$ cat src/rtl/alu_op_issuer.sv
// alu_op_issuer: command FIFO + IDLE/EXEC/RESP sequencer that drives a
// combinational 16-bit ALU through registered inputs. It captures the ALU
// result and flags after one settle cycle and returns them, tagged, on a
// valid/ready response channel.
module alu_op_issuer #(
  parameter int DEPTH = 4,
  parameter int TAG_W = 4
) (
  input  logic             clk,
  input  logic             rst,
  input  logic             cmd_valid,
  output logic             cmd_ready,
  input  logic [15:0]      cmd_a,
  input  logic [15:0]      cmd_b,
  input  logic [3:0]       cmd_opcode,
  input  logic [6:0]       cmd_shamt,
  input  logic [TAG_W-1:0] cmd_tag,
  output logic [15:0]      alu_a,
  output logic [15:0]      alu_b,
  output logic [3:0]       alu_opcode,
  output logic [6:0]       alu_shift_amt,
  input  logic [15:0]      alu_result,
  input  logic [31:0]      alu_mul_result,
  input  logic             alu_carry,
  input  logic             alu_zero,
  input  logic             alu_neg,
  input  logic             alu_ovf,
  output logic             rsp_valid,
  input  logic             rsp_ready,
  output logic [31:0]      rsp_data,
  output logic [3:0]       rsp_flags,
  output logic             rsp_err,
  output logic [TAG_W-1:0] rsp_tag,
  output logic [15:0]      op_count,
  output logic             busy
);

  // Opcode whose response carries the full 32-bit product.
  localparam logic [3:0] OP_MUL = 4'd2;

  localparam int AW = $clog2(DEPTH);
  // Entry layout: {tag, shamt, opcode, b, a}
  localparam int EW = 16 + 16 + 4 + 7 + TAG_W;
  localparam logic [AW:0] PTR_ONE = 1;

  typedef enum logic [1:0] {
    S_IDLE = 2'd0,
    S_EXEC = 2'd1,
    S_RESP = 2'd2
  } state_t;

  state_t r_state;
  state_t w_state_next;

  logic [EW-1:0]    r_fifo_mem [DEPTH];
  logic [AW:0]      r_wr_ptr;
  logic [AW:0]      r_rd_ptr;
  logic             w_full;
  logic             w_empty;
  logic             w_push;
  logic [EW-1:0]    w_push_entry;
  logic [EW-1:0]    w_head;

  logic             w_load;
  logic             w_capture;
  logic             w_rsp_done;

  logic [15:0]      r_alu_a;
  logic [15:0]      r_alu_b;
  logic [3:0]       r_alu_opcode;
  logic [6:0]       r_alu_shift_amt;
  logic [TAG_W-1:0] r_cur_tag;

  logic             r_rsp_valid;
  logic [31:0]      r_rsp_data;
  logic [3:0]       r_rsp_flags;
  logic             r_rsp_err;
  logic [TAG_W-1:0] r_rsp_tag;
  logic [15:0]      r_op_count;

  // Pointers carry one extra wrap bit: equal -> empty, only MSB differs -> full.
  assign w_empty      = (r_wr_ptr == r_rd_ptr);
  assign w_full       = (r_wr_ptr[AW] != r_rd_ptr[AW]) &&
                        (r_wr_ptr[AW-1:0] == r_rd_ptr[AW-1:0]);
  // Readiness depends on fullness alone, so a pop never frees a slot for the same cycle.
  assign w_push       = cmd_valid && !w_full;
  assign w_push_entry = {cmd_tag, cmd_shamt, cmd_opcode, cmd_b, cmd_a};
  assign w_head       = r_fifo_mem[r_rd_ptr[AW-1:0]];

  // FIFO storage write; contents need no reset because the pointers gate visibility.
  always_ff @(posedge clk) begin
    if (w_push) begin
      r_fifo_mem[r_wr_ptr[AW-1:0]] <= w_push_entry;
    end
  end

  // FIFO pointer update: push from the command port, pop whenever the FSM loads the ALU.
  always_ff @(posedge clk or posedge rst) begin
    if (rst) begin
      r_wr_ptr <= '0;
      r_rd_ptr <= '0;
    end else begin
      if (w_push) r_wr_ptr <= r_wr_ptr + PTR_ONE;
      if (w_load) r_rd_ptr <= r_rd_ptr + PTR_ONE;
    end
  end

  // FSM state register.
  always_ff @(posedge clk or posedge rst) begin
    if (rst) r_state <= S_IDLE;
    else     r_state <= w_state_next;
  end

  // Next-state and control strobes (load/pop, capture, response handshake).
  always_comb begin
    w_state_next = r_state;
    w_load       = 1'b0;
    w_capture    = 1'b0;
    w_rsp_done   = 1'b0;
    case (r_state)
      S_IDLE: begin
        if (!w_empty) begin
          w_load       = 1'b1;
          w_state_next = S_EXEC;
        end
      end
      S_EXEC: begin
        w_capture    = 1'b1;
        w_state_next = S_RESP;
      end
      S_RESP: begin
        if (rsp_ready) begin
          w_rsp_done = 1'b1;
          if (!w_empty) begin
            w_load       = 1'b1;
            w_state_next = S_EXEC;
          end else begin
            w_state_next = S_IDLE;
          end
        end
      end
      default: w_state_next = S_IDLE;
    endcase
  end

  // ALU input registers: loaded from the FIFO head, held stable otherwise.
  always_ff @(posedge clk or posedge rst) begin
    if (rst) begin
      r_alu_a         <= '0;
      r_alu_b         <= '0;
      r_alu_opcode    <= '0;
      r_alu_shift_amt <= '0;
      r_cur_tag       <= '0;
    end else if (w_load) begin
      r_alu_a         <= w_head[15:0];
      r_alu_b         <= w_head[31:16];
      r_alu_opcode    <= w_head[35:32];
      r_alu_shift_amt <= w_head[42:36];
      r_cur_tag       <= w_head[EW-1:43];
    end
  end

  // Response capture after the settle cycle; fields stay frozen until the handshake.
  always_ff @(posedge clk or posedge rst) begin
    if (rst) begin
      r_rsp_valid <= 1'b0;
      r_rsp_data  <= '0;
      r_rsp_flags <= '0;
      r_rsp_err   <= 1'b0;
      r_rsp_tag   <= '0;
    end else if (w_capture) begin
      r_rsp_valid <= 1'b1;
      r_rsp_data  <= (r_alu_opcode == OP_MUL) ? alu_mul_result : {16'h0000, alu_result};
      r_rsp_flags <= {alu_ovf, alu_neg, alu_zero, alu_carry};
      r_rsp_err   <= r_alu_opcode[3];
      r_rsp_tag   <= r_cur_tag;
    end else if (w_rsp_done) begin
      r_rsp_valid <= 1'b0;
    end
  end

  // Completed-response counter, free-running wrap.
  always_ff @(posedge clk or posedge rst) begin
    if (rst)             r_op_count <= '0;
    else if (w_rsp_done) r_op_count <= r_op_count + 16'd1;
  end

  assign cmd_ready     = !w_full;
  assign alu_a         = r_alu_a;
  assign alu_b         = r_alu_b;
  assign alu_opcode    = r_alu_opcode;
  assign alu_shift_amt = r_alu_shift_amt;
  assign rsp_valid     = r_rsp_valid;
  assign rsp_data      = r_rsp_data;
  assign rsp_flags     = r_rsp_flags;
  assign rsp_err       = r_rsp_err;
  assign rsp_tag       = r_rsp_tag;
  assign op_count      = r_op_count;
  assign busy          = (r_state != S_IDLE) || !w_empty;

endmodule
$ cat config.mk
export PLATFORM = sky130hd
export DESIGN_NAME = alu_op_issuer
export DESIGN_NICKNAME = d
export VERILOG_FILES = /design/src/rtl/alu_op_issuer.sv
export SDC_FILE = /design/constraint.sdc
export NUM_CORES = 1
export LEC_CHECK = 0
export ABC_CLOCK_PERIOD_IN_PS = 4300
export CAP_MARGIN = 30
export CELL_PAD_IN_SITES_DETAIL_PLACEMENT = 1
export CELL_PAD_IN_SITES_GLOBAL_PLACEMENT = 1
export CORE_MARGIN = 5
export CORE_UTILIZATION = 30
export CTS_CLUSTER_SIZE = 24
export DETAILED_ROUTE_END_ITERATION = 10
export GPL_TIMING_DRIVEN = 0
export PLACE_DENSITY = 0.61
export SLEW_MARGIN = 10
export SYNTH_ARGS = -nofsm -noshare
export SYNTH_HDL_FRONTEND = slang
export SYNTH_SLANG_ARGS = --single-unit
$ cat constraint.sdc
create_clock -name clk -period 4.3 [get_ports clk]
set_input_delay 0.43 -clock clk [delete_from_list [all_inputs] [get_ports clk]]
set_output_delay 0.43 -clock clk [all_outputs]
set_load 0.1 [all_outputs]
==> results.sh <==
export IMPL_run_status="finished clean"
export IMPL_worstSetupStartpointType="register"
export IMPL_arrival_ns=2.70
export IMPL_cp_cell_sequence="xnor2_1 -> nand3b_1 -> clkdlybuf4s50_1"
export IMPL_rsz0062_at_grt="no"
export IMPL_crit_fanout=6
export IMPL_min_path_type="input pin to asynchronous set/reset pin"
export IMPL_setup_viol=0
export IMPL_overflow=0
export IMPL_ant_nets=0
export IMPL_synth_edf_count=188
export IMPL_crit_cells=3
export IMPL_vias=6268
export IMPL_synthesis_nets=715
export IMPL_rows=71
export IMPL_dieArea_um2=41900
export IMPL_synth_compound_area_share_pct=1.67
export IMPL_min_period_over_period_pct=72.7
export IMPL_grt_first_pass_wirelength_um=42600
export IMPL_netlist_instances=606
export IMPL_cts_tree="built"
export IMPL_start_util_pct=30.3
export IMPL_skew_ns=0.0183
export IMPL_clkSlewWorstSetupHoldPaths_ns=0.06
export IMPL_cts_root_buf="clkbuf_16"
export IMPL_maxSlewViolCount=0
export IMPL_area_growth_pct=35.8
export IMPL_ios=206
export IMPL_cp_top_family="buffers and inverters"
export IMPL_synthMuxAreaShare_pct=16.6
export IMPL_cts_post_setup_buffers_inserted=0
export IMPL_wirelength_um=27800
export IMPL_dieWidth_um=205
export IMPL_diodes=0
export IMPL_drive_gt1_share_pct=20.8
export IMPL_grt_pass1_vias=6994
export IMPL_firstDrtPassIters=4
export IMPL_synth_top_family_by_area="multiplexers"
export IMPL_ys_seq_area_share_pct=74.5
export IMPL_cts_sinks=301
export IMPL_cts_buffers=35
export IMPL_max_stage_delay_ns=1.21
export IMPL_synth_simple_gate_area_share_pct=3.50
export IMPL_cts_buffer_depth=3
export IMPL_clk_latency_ns=0.53
export IMPL_die_y_um=205
export IMPL_drt_iter0_drc=178
export IMPL_cts_max_level=2
export IMPL_relSlewSlack_pct=30.5
export IMPL_reg2reg_depth=4
export IMPL_ys_flop_type="edfxtp_1"
export IMPL_cts_resized=0
export IMPL_finalSetupTns_ns=0
export IMPL_path_buf_inv=1
export IMPL_tightestPinTransition_ns=1.04
export IMPL_crit_type="register to primary output"
export IMPL_wire_per_inst_um=19.9
export IMPL_drcViolationCount=0
export IMPL_syn_area_um2=11400
export IMPL_max_freq_ghz=0.320
export IMPL_final_nets=968
export IMPL_slowest_stage="clkdlybuf4s50_1"
export IMPL_ys_types=29
export IMPL_maxCapViolations=0
export IMPL_antenna_found_initial=2
export IMPL_grt_max_degree=65
export IMPL_synth_fa_ha_area_share_pct=0.660
export IMPL_io_buffer_count=205
export IMPL_final_core_utilization_pct=41.1
export IMPL_core_area_um2=37600
export IMPL_ys_seq_elements=301
export IMPL_required_ns=3.87
export IMPL_synth_xor_area_share_pct=1.69
export IMPL_end_kind="primary output"
export IMPL_period_minus_slack_ns=3.13
export IMPL_place_gp_congestion=0.729
export IMPL_grt_use_total_pct=13.3
export IMPL_syn_avg_cell_area_um2=18.8
export IMPL_yosysWarnings=0
export IMPL_hold_viol_final=0
export IMPL_dpl_hpwl_um=18500
export IMPL_cts_hold_buf=0
export IMPL_vias_per_cell=4.49
export IMPL_async_flop_share_pct=37.5
==> state kept, by name, summed over array words and instances, names as in the netlist, 4 cells and up <==
register / flops
alu_opcode: 4
rsp_flags: 4
alu_b: 16
alu_shift_amt: 7
rsp_tag: 4
rsp_data: 32
r_cur_tag: 4
op_count: 16
alu_a: 16
r_fifo_mem: 188
==> stage by stage <==
| step | hold slack [ns] | instance area [um2] | setup slack (ns) | cells |
|---|---|---|---|---|
| after detailed placement | 0.471 | 14400 | 1.65 | 1333 |
| after CTS | 0.327 | 15500 | 1.09 | 1397 |
| after floorplan | 0.462 | 11400 | 0.883 | 606 |
| after global routing | 0.376 | 15500 | 1.05 | 1397 |
| final | 0.335 | 15500 | 1.17 | 1397 |
| after global placement | 0.463 | 14100 | -1.72 | 1322 |
==> cells in the mapped netlist (all sizes together) (2+ instances only) <==
| cell | instances | area [um2] |
|---|---|---|
| mux4 | 47 | 1060 |
| and3 | 4 | 25.0 |
| edfxtp | 188 | 5650 |
| nand2b | 2 | 12.5 |
| clkbuf | 13 | 48.8 |
| buf | 15 | 95.1 |
| nand3 | 5 | 25.0 |
| o21ai | 33 | 165 |
| and4 | 2 | 17.5 |
| xor2 | 6 | 52.6 |
| xnor2 | 16 | 140 |
| inv | 5 | 18.8 |
| nand4 | 6 | 37.5 |
| a21oi | 2 | 10.0 |
| dfrtp | 113 | 2830 |
| mux2 | 59 | 664 |
| nor3 | 3 | 15.0 |
| mux2i | 16 | 160 |
| ha | 6 | 75.1 |
| nor2 | 3 | 11.3 |
| nand2 | 56 | 210 |
==> final cells by class <==
type | count | area, um2
Fill cell | 3733 | 22100
Sequential cell | 301 | 8470
Multi-Input combinational cell | 272 | 2760
Timing Repair Buffer | 216 | 2320
Clock buffer | 51 | 977
Tap cell | 511 | 639
Buffer | 28 | 144
Clock inverter | 13 | 110
Inverter | 5 | 23.8
==> layer usage <==
layer | vias up | track usage [%] | part of all wire [%]
met2 | 180 | 22.3 | 48
met5 | - | 0 | 0.050
met1 | 3217 | 16.5 | 43
li1 | 2827 | - | -
met3 | 40 | 4.20 | 7.3
met4 | 4 | 4.14 | 2.2
==> layout by cell type (no fill, tap or decap), types with 2 or more instances in the layout <==
cell | Yosys | routed
nand3_1 | 5 | 5
clkbuf_8 | 0 | 2
edfxtp_1 | 188 | 188
and3_4 | 0 | 4
mux2_2 | 56 | 56
xnor2_1 | 16 | 16
buf_16 | 0 | 7
xor2_1 | 6 | 6
buf_2 | 7 | 7
clkinv_1 | 0 | 3
mux4_2 | 47 | 47
nor3_1 | 3 | 3
clkdlybuf4s50_1 | 0 | 205
ha_1 | 6 | 6
inv_6 | 0 | 2
clkbuf_16 | 0 | 36
clkinv_2 | 0 | 4
a21oi_1 | 2 | 2
and4_1 | 2 | 2
buf_4 | 8 | 8
nand2_1 | 56 | 56
clkbuf_1 | 13 | 26
dfrtp_1 | 113 | 113
o21ai_0 | 33 | 33
nand4_1 | 6 | 6
nand2b_1 | 2 | 2
mux2_1 | 3 | 3
inv_1 | 5 | 4
buf_12 | 0 | 4
clkinvlp_4 | 0 | 2
nor2_1 | 3 | 3
mux2i_1 | 16 | 16
==> cell families (layout without fill, tap and decap cells) <==
| kind of cell | Yosys count | count (layout) |
|---|---|---|
| XOR/XNOR | 22 | 22 |
| multiplexers | 122 | 122 |
| flip-flops | 301 | 301 |
| adder cells (fa/ha/maj) | 6 | 6 |
| AND/OR/NAND/NOR | 86 | 86 |
| AO/OA/AOI/OAI | 36 | 36 |
| buffers and inverters | 33 | 313 |
==> path summary, 6_finish.rpt <==
check,end,start,slack (ns)
worst max-delay path,cmd_ready,r_rd_ptr[2],1.17
worst min-delay path,rsp_data[13],rst,0.34
worst max register to register,alu_shift_amt[1],r_rd_ptr[1],2.08
worst min register to register,rsp_data[29],rsp_data[29],0.48
max in group asynchronous,alu_b[7],rst,3.23
min in group clk,rsp_data[31],alu_mul_result[31],0.46
Power is left out: the tool's default activity adds up to more than one toggle a clock period on the data nets, which glitch-free logic cannot reach.
